<file path="src/rtl/cmd_processor_engines_integration.sv">
// Command processor: fetches 32-bit commands from an internal ROM and drives a
// raster fill engine that paints a 16x16 8-bit framebuffer one pixel per cycle.
module cmd_processor_engines_integration #(
  parameter int ROM_DEPTH = 32,
  parameter logic [7:0][31:0] ROM_PROG = {
    32'hF0000000, 32'hF0000000, 32'h30005644, 32'h100000A5,
    32'h20000032, 32'h1000001F, 32'h40000000, 32'h10000000
  }
) (
  input  logic        clk,
  input  logic        rst_,
  output logic        busy,
  output logic        done,
  output logic        error,
  output logic [7:0]  cmds_executed,
  output logic [15:0] pixels_written
);

  localparam int PC_W = (ROM_DEPTH > 1) ? $clog2(ROM_DEPTH) : 1;
  localparam logic [31:0] CMD_HALT = 32'hF0000000;

  localparam logic [3:0] OP_NOP      = 4'h0;
  localparam logic [3:0] OP_SETCOLOR = 4'h1;
  localparam logic [3:0] OP_PIXEL    = 4'h2;
  localparam logic [3:0] OP_RECT     = 4'h3;
  localparam logic [3:0] OP_CLEAR    = 4'h4;
  localparam logic [3:0] OP_HALT     = 4'hF;

  typedef enum logic [1:0] {S_FETCH, S_DECODE, S_FILL, S_HALTED} state_t;

  logic [31:0] cmd_rom [0:ROM_DEPTH-1];
  logic [7:0]  fb_mem  [0:255];

  state_t          r_state;
  state_t          w_state_nx;
  logic [PC_W-1:0] r_pc;
  logic [31:0]     r_cmd;
  logic [7:0]      r_color;
  logic            r_busy;
  logic            r_done;
  logic            r_error;
  logic [7:0]      r_cmds;
  logic [15:0]     r_pix;
  logic [3:0]      r_x, r_y, r_x0, r_x1, r_y1;

  logic [3:0] w_op;
  logic [3:0] w_x0, w_y0, w_x1, w_y1;
  logic       w_empty;
  logic       w_pc_last;
  logic       w_fill_last;
  logic       w_complete;
  logic       w_start_fill;
  logic       w_set_err;
  logic       w_unused;

  // Entries beyond the programmable window read as HALT.
  for (genvar i = 0; i < ROM_DEPTH; i++) begin : g_rom
    if (i < 8) begin : g_prog
      assign cmd_rom[i] = ROM_PROG[i];
    end else begin : g_halt
      assign cmd_rom[i] = CMD_HALT;
    end
  end

  assign w_op        = r_cmd[31:28];
  assign w_pc_last   = (r_pc == PC_W'(ROM_DEPTH - 1));
  assign w_fill_last = (r_x == r_x1) && (r_y == r_y1);
  assign w_empty     = (w_x1 < w_x0) || (w_y1 < w_y0);
  assign w_unused    = ^r_cmd[27:16];

  always_comb begin
    w_x0 = r_cmd[3:0];
    w_y0 = r_cmd[7:4];
    w_x1 = r_cmd[3:0];
    w_y1 = r_cmd[7:4];
    if (w_op == OP_RECT) begin
      w_x1 = r_cmd[11:8];
      w_y1 = r_cmd[15:12];
    end else if (w_op == OP_CLEAR) begin
      w_x0 = 4'd0;
      w_y0 = 4'd0;
      w_x1 = 4'd15;
      w_y1 = 4'd15;
    end
  end

  always_comb begin
    w_state_nx   = r_state;
    w_complete   = 1'b0;
    w_start_fill = 1'b0;
    w_set_err    = 1'b0;
    case (r_state)
      S_FETCH: w_state_nx = S_DECODE;
      S_DECODE: begin
        case (w_op)
          OP_HALT: w_state_nx = S_HALTED;
          OP_NOP, OP_SETCOLOR: w_complete = 1'b1;
          OP_PIXEL, OP_RECT, OP_CLEAR: begin
            if (w_empty) begin
              w_complete = 1'b1;
            end else begin
              w_start_fill = 1'b1;
              w_state_nx   = S_FILL;
            end
          end
          default: begin
            w_complete = 1'b1;
            w_set_err  = 1'b1;
          end
        endcase
      end
      S_FILL: w_complete = w_fill_last;
      default: w_state_nx = S_HALTED;
    endcase
    // A finished command at the last ROM slot halts instead of wrapping pc.
    if (w_complete) w_state_nx = w_pc_last ? S_HALTED : S_FETCH;
  end

  always_ff @(posedge clk) begin
    if (rst_) begin
      r_state <= S_FETCH;
      r_pc    <= '0;
      r_color <= 8'h00;
      r_busy  <= 1'b0;
      r_done  <= 1'b0;
      r_error <= 1'b0;
      r_cmds  <= 8'h00;
      r_pix   <= 16'h0000;
    end else begin
      r_state <= w_state_nx;
      r_busy  <= (w_state_nx != S_HALTED);
      r_done  <= (w_state_nx == S_HALTED);
      if (r_state == S_DECODE && w_op == OP_SETCOLOR) r_color <= r_cmd[7:0];
      if (w_set_err) r_error <= 1'b1;
      if (w_complete) begin
        if (!w_pc_last) r_pc <= r_pc + PC_W'(1);
        if (r_cmds != 8'hFF) r_cmds <= r_cmds + 8'd1;
      end
      if (r_state == S_FILL && r_pix != 16'hFFFF) r_pix <= r_pix + 16'd1;
    end
  end

  // Datapath and framebuffer carry no reset; writes are blocked while rst_ is high.
  always_ff @(posedge clk) begin
    if (r_state == S_FETCH) r_cmd <= cmd_rom[r_pc];
    if (w_start_fill) begin
      r_x  <= w_x0;
      r_y  <= w_y0;
      r_x0 <= w_x0;
      r_x1 <= w_x1;
      r_y1 <= w_y1;
    end else if (r_state == S_FILL) begin
      if (r_x == r_x1) begin
        r_x <= r_x0;
        r_y <= r_y + 4'd1;
      end else begin
        r_x <= r_x + 4'd1;
      end
    end
    if (!rst_ && r_state == S_FILL) fb_mem[{r_y, r_x}] <= r_color;
  end

  assign busy           = r_busy;
  assign done           = r_done;
  assign error          = r_error;
  assign cmds_executed  = r_cmds;
  assign pixels_written = r_pix;

endmodule

</file>
<file path="config.mk">
export PLATFORM = sky130hd
export DESIGN_NAME = cmd_processor_engines_integration
export DESIGN_NICKNAME = d
export VERILOG_FILES = /design/src/rtl/cmd_processor_engines_integration.sv
export SDC_FILE = /design/constraint.sdc
export NUM_CORES = 1
export LEC_CHECK = 0
export BUFFER_PORTS_ARGS = -buffer_cell sky130_fd_sc_hd__clkbuf_2
export CAP_MARGIN = 25
export CORE_MARGIN = 2
export CORE_UTILIZATION = 40
export DETAILED_ROUTE_END_ITERATION = 12
export GPL_TIMING_DRIVEN = 0
export MAX_ROUTING_LAYER = met4
export PLACE_DENSITY = 0.68
export SLEW_MARGIN = 15
export SYNTH_ARGS = -nofsm -noshare
export SYNTH_HDL_FRONTEND = slang
export SYNTH_SLANG_ARGS = --single-unit
</file>
<file path="constraint.sdc">
create_clock -name clk -period 4.4 [get_ports clk]
set_input_delay 0.66 -clock clk [delete_from_list [all_inputs] [get_ports clk]]
set_output_delay 0.66 -clock clk [all_outputs]
set_load 0.02 [all_outputs]
</file>
==> reports/results.ini, run 1 <==
[status]
status = finished clean

[final_layout]
synthToLayoutAreaGrowth_pct = 13.9
nNetsFinal = 389
drive_above_1_share_pct = 18.8
antenna-diode-count = 0

[job]
timing.max_cap.violations = 0

[grt]
antenna_found_initial = 0
grt_max_degree = 15
grt_usage_pct = 16.3
grt_first_pass_wirelength_um = 11200
vias_in_the_first_global_route = 2380
grt-ovfl-total = 0

[route]
vias = 2503
drtAntennaViolNets = 0
route.detailed.wl_per_inst_um = 13.7
drt-pass1-iter-count = 4
initial_drt_markers = 131
drt_wl_total_um = 6620
vias_per_cell = 5.19
drc = 0

[clock_tree]
post_cts.repair.setup_buffers = 0
clock_sinks = 64
cts_tree = yes
clock_tree.buffer_depth = 2
numCtsBuffers = 9
clk_pin_slew_ps = 80
worstSkewPairLatency_ps = 350
clock_tree.htree_level_count = 3
root_buffer = clkbuf_8
ctsHoldBuffers = 0
cts-resized-gates = 0

[hold_path]
hold_path_class = reg -> reg

[critical_path]
cp-end-kind = register
arrival_ps = 3690
worstSetupPathType = reg -> reg
critical_path_required_ps = 4470
critical_path.max_fanout = 14
cp-start-kind = register

[power]
power.static_leakage_nw = 1.44
vdd_drop_max_mv = 0.217
power-per-cell-area_nw_per_um2 = 545
design_power_total_mw = 2.07

[logic_synthesis]
avgSynthCellArea_um2 = 10.0
ys_types = 58
postSynth.topFlopCell = dfxtp_1
ys_top_cells_by_count = dfxtp_1 (34), nor2_1 (32), edfxtp_1 (30)
post_synth_mux_area_share_pct = 1.23
synth_enable_flop_cells = 30
synth_seq_area_share_pct = 47.3
netlist.area_leader.share_pct = 26.9
postSynthNetCount = 351
yosysMostFrequentCell = dfxtp_1
synth_area_leaders = edfxtp_1 (27%), dfxtp_1 (20%), ha_1 (5.6%), xor2_1 (4.2%), o21ai_0 (3.6%)
synth_compound_area_share_pct = 13.5
netlist_area_um2 = 3350
synth_async_sr_flop_share_pct = 0
synth_cells = 334
synth_top_family_by_area = simple AND/OR/NAND/NOR gates
yosys_register_bits = 64
synthXorXnorAreaFrac_pct = 6.02
arithmetic_cell_share_of_the_synthesized_area_counting_full_adders_half_adders_and_majority_gates_pct = 5.61
synth.largest_area_cell = edfxtp_1
yosysWarningCount = 0
yosys.area_share.simple_pct = 22.8

[placement]
place.detailed.hpwl_um = 4750
port-buffer-count = 27
gp_congestion = 0.799

[floorplanning]
boundaryPins = 29
die-width_um = 95.5
coreArea_um2 = 8180
rows = 33
die_y_um = 95.5
start_util_pct = 40.9
design.die.area_um2 = 9110

[sta]
finalHoldViolations = 0
rel_slew_slack_pct = 59.4
setup_violators_final = 0
tns_ps = 0
grt_setup_unrepaired = false
max_freq_mhz = 277
final.setup_skew_ps = 9.67
post-route-min-period_ps = 3610
worst_slew_pin_slew_ps = 601
final_min_period_over_clock_period_pct = 82.1
slew_viols_final = 0

final cells by class:
| type | count | area, µm² |
|---|---|---|
| Clock inverter | 5 | 35.0 |
| Fill cell | 775 | 4370 |
| Clock buffer | 11 | 163 |
| Buffer | 12 | 77.6 |
| Sequential cell | 64 | 1580 |
| Tap cell | 105 | 131 |
| Timing Repair Buffer | 27 | 135 |
| Inverter | 11 | 41.3 |
| Multi-Input combinational cell | 247 | 1650 |
per-stage QoR:
step           utilization [%]  std cells  hold WS, ps  setup WS [ps]  area (µm²)
3_3_place_gp              44.2        466          477            934        3610
6_report                  46.6        482          511            786        3810
4_1_cts                   46.6        482          508            722        3810
5_1_grt                   46.6        482          540            475        3810
2_1_floorplan                -        334          475           1310        3350
3_5_place_dp              44.2        466          488            761        3610
final timing paths:
path / startpoint / end / slack (ps) / cells past startpoint
setup / recovery: r_cmd[29] / r_y[2] / 790 / 11
hold / removal: cmds_executed[6] / cmds_executed[6] / 510 / 2
setup reg to reg: r_cmd[29] / r_y[2] / 790 / 11
hold reg to reg: cmds_executed[6] / cmds_executed[6] / 510 / 2
worst max-delay path, cell delays in order, from the launching register on:
cell and delay (ps):
edfxtp_1 460, or4b_1 560, buf_6 160, nand2_1 120, ha_1 200, nor2_1 60
nor4b_1 520, o221a_4 340, o21ai_0 130, buf_2 230, inv_1 390, o21ai_0 180
cells in the final DEF (no fill, tap or decap), drive strengths merged, types with 10 or more instances in the layout:
| cell | count |
|---|---|
| a21oi | 25 |
| clkbuf | 43 |
| dfxtp | 34 |
| edfxtp | 30 |
| ha | 15 |
| inv | 14 |
| nand2 | 23 |
| nand3 | 16 |
| nand4 | 10 |
| nor2 | 34 |
| o21ai | 25 |
| or3 | 13 |
| xor2 | 16 |
report_power, final:
part | internal (mW) | switching [mW] | total (mW)
registers | 0.795 | 0.105 | 0.900
clock network | 0.257 | 0.244 | 0.501
logic | 0.271 | 0.402 | 0.674
total | 1.32 | 0.752 | 2.07
per-layer routing:
| metal | vias up | share of wire, % | GRT usage [%] |
|---|---|---|---|
| met5 | - | 0 | - |
| li1 | 1283 | - | - |
| met4 | 0 | 1.5 | 5.95 |
| met2 | 36 | 47 | 24.7 |
| met3 | 13 | 2.6 | 3.79 |
| met1 | 1171 | 49 | 21.2 |
cell families (layout without fill, tap and decap cells):
logic type | Yosys count | count (layout)
compound gates | 69 | 69
xor+xnor | 23 | 23
fa+ha+maj | 15 | 15
buf+inv | 23 | 66
flops | 64 | 64
mux | 4 | 4
simple gates | 136 | 136
state kept, by name, indices dropped and copies added, names as in the netlist, 4 cells and up:
name	cells
pixels_written	16
r_cmd	11
cmds_executed	8
r_pc	5
r_x0	4
r_x1	4
r_x	4
r_y	4
(Power assumes the default switching activity.)
==> run 2, diff against run 1 <==
Settings changed: ABC_AREA set to 1, PLACE_DENSITY 0.68 to 0.7.
Clock period 4.4 ns to 3.1 ns, I/O delays scaled along.
==> run 2 against run 1 <==
Compared with the run above: critical endpoint is now r_y[3]; cell count rose by 17%; global-route usage fell by 0.65 points; critical path depth rose by 3; largest cell class unchanged.
==> reports/results.ini, run 2 <==
[grt]
grt_first_pass_wirelength_um = 11700
grt-ovfl-total = 0
grt_max_degree = 21
grt_usage_pct = 15.6
antenna_found_initial = 0
vias_in_the_first_global_route = 2700

[final_layout]
drive_above_1_share_pct = 19.5
antenna-diode-count = 0
final_cell_area_um2 = 3940
layout.cells.most_common = nand2_1
nNetsFinal = 468
final_core_utilization_pct = 45.8
layout_common_cells = nand2_1 (76), nor2_1 (48), inv_1 (46)
n_fill_cell = 848
largest_register_ff_count = 16
area.sequential_um2 = 1580
multi_input_area_um2 = 1670
synthToLayoutAreaGrowth_pct = 13.1

[job]
timing.max_cap.violations = 0

[clock_tree]
clock_tree.htree_level_count = 3
cts-resized-gates = 0
cts_tree = yes
clock_sinks = 64
numCtsBuffers = 9
ctsHoldBuffers = 0
worstSkewPairLatency_ps = 350
post_cts.repair.setup_buffers = 0
clock_tree.buffer_depth = 2
root_buffer = clkbuf_8
clk_pin_slew_ps = 80

[route]
drtAntennaViolNets = 0
drt-pass1-iter-count = 4
vias_per_cell = 4.86
route.detailed.wl_per_inst_um = 11.9
initial_drt_markers = 81
drt_wl_total_um = 6690
drc = 0
vias = 2739

[logic_synthesis]
synth_area_leaders = edfxtp_1 (26%), dfxtp_1 (20%), nand2_1 (8.2%), ha_1 (5.4%), nor2_1 (5.2%)
netlist_area_um2 = 3480
ys_top_cells_by_count = nand2_1 (76), nor2_1 (48), inv_1 (46)
synth_cells = 412
synth_seq_area_share_pct = 45.4
yosysMostFrequentCell = nand2_1
ys_types = 42
avgSynthCellArea_um2 = 8.45
synth_enable_flop_cells = 30
netlist.area_leader.share_pct = 25.9
yosysWarningCount = 0
yosys_register_bits = 64
synth.largest_area_cell = edfxtp_1
postSynthNetCount = 429
synth_async_sr_flop_share_pct = 0
postSynth.topFlopCell = dfxtp_1

[floorplanning]
die_y_um = 97.3
coreArea_um2 = 8590
rows = 34
design.die.area_um2 = 9470
die-width_um = 97.3
boundaryPins = 29
start_util_pct = 40.5

[critical_path]
critical_path_required_ps = 3190
critical_path.max_fanout = 20
worstSetupStartpoint = r_cmd[29]
arrival_ps = 2700
worst_flop_to_flop_path_startpoint = r_cmd[29]
cp-start-kind = register
worstSetupPathType = reg -> reg
cpPeakStageDelay_ps = 470
cp_cell_sequence = nor2_2 -> nand2_4 -> buf_2 -> nand2_1 -> ha_1 -> nor2_1 -> nor2_1 -> nand2_2 -> nor2_4 -> nand2_4 -> nand2_1 -> nand2_2 -> inv_2 -> o21ai_0
critPathSlowestCell = edfxtp_1
cp-end-kind = register

[status]
status = finished clean

[sta]
max_freq_mhz = 383
final.setup_skew_ps = 11.7
final_min_period_over_clock_period_pct = 84.2
grt_setup_unrepaired = false
post-route-min-period_ps = 2610
worst_slew_pin_slew_ps = 658
rel_slew_slack_pct = 55.7
slew_viols_final = 0
tns_ps = 0
setup_violators_final = 0
finalHoldViolations = 0

[power]
share_clk_of_total_power_pct = 22.8
relative_contribution_of_combinational_cells_to_total_power_pct = 35.4
internal_power_mw = 1.75
power.static_leakage_nw = 1.65
power.net_switching_mw = 1.12
vdd_drop_max_mv = 0.345
swShare_pct = 39.1
power_frac_seq_pct = 41.7
power-per-cell-area_nw_per_um2 = 727

[placement]
gp_congestion = 0.777
place.detailed.hpwl_um = 5140
port-buffer-count = 28
post_dp_cell_area_um2 = 3760

[hold_path]
hold_path_class = in -> reg
hp-start = rst_

run 2: cell count changes in the layout (fill, tap and decap cells not counted), moves of 7 or more:
cell	change
inv_1	+35
nand2_1	+53
or3_1	-11
nand2_2	+15
o21ai_0	-7
nor2_1	+16
run 2: final timing paths:
check	end	slack (ps)	depth (start not counted)
min	pixels_written[8]	370	2
max	r_y[3]	490	14
max reg2reg	r_y[3]	490	14
min reg2reg	error	470	2
run 2: metal layers:
metal	up-vias	track usage, %	routed length, µm
met1	1247	18.2	3000
li1	1439	-	-
met5	-	-	0
met3	12	3.88	219
met2	41	26.4	3360
met4	0	5.56	111
run 2: area by class of cell:
cell class | count | share of cell area [%]
clock inverter | 6 | 1.08
clock buffer | 10 | 3.49
timing repair buffer | 28 | 3.56
tap | 108 | 3.43
sequential | 64 | 40.2
buffer | 6 | 0.794
inverter | 53 | 5.18
multi-input combinational | 289 | 42.3
run 2: metrics by stage:
step | hold WS [ps] | total power [mW] | cells | setup WS [ps]
finish | 371 | 2.86 | 564 | 489
global route | 387 | 3.07 | 564 | 222
CTS | 357 | 2.90 | 564 | 457
detailed placement | 460 | 2.24 | 548 | 474
global placement | 455 | 2.19 | 548 | 525
floorplan | 474 | 2.01 | 412 | 778
run 2: power by group through the flow:
stage	Combinational (mW)	Clock, mW	Sequential, mW
floorplan	0.789	0	1.22
global placement	0.984	0	1.21
detailed placement	1.02	0	1.22
CTS	1.03	0.675	1.20
global route	1.14	0.712	1.22
finish	1.02	0.654	1.20
run 2: kinds of logic (layout without fill, tap and decap cells):
| kind of cell | after synthesis | count (layout) | share of synthesized area [%] |
|---|---|---|---|
| XOR/XNOR | 18 | 18 | 4.53 |
| AO/OA/AOI/OAI | 63 | 63 | 10.3 |
| flip-flops | 64 | 64 | 45.4 |
| adder cells (fa/ha/maj) | 15 | 15 | 5.39 |
| AND/OR/NAND/NOR | 193 | 193 | 27.7 |
| buffers and inverters | 59 | 103 | 6.75 |
run 2: critical path: cells and delay by family (launching register included):
family	cells	cell delay [ps]
simple gates	10	1050
buf+inv	2	500
flops	1	470
fa+ha+maj	1	180
compound gates	1	150
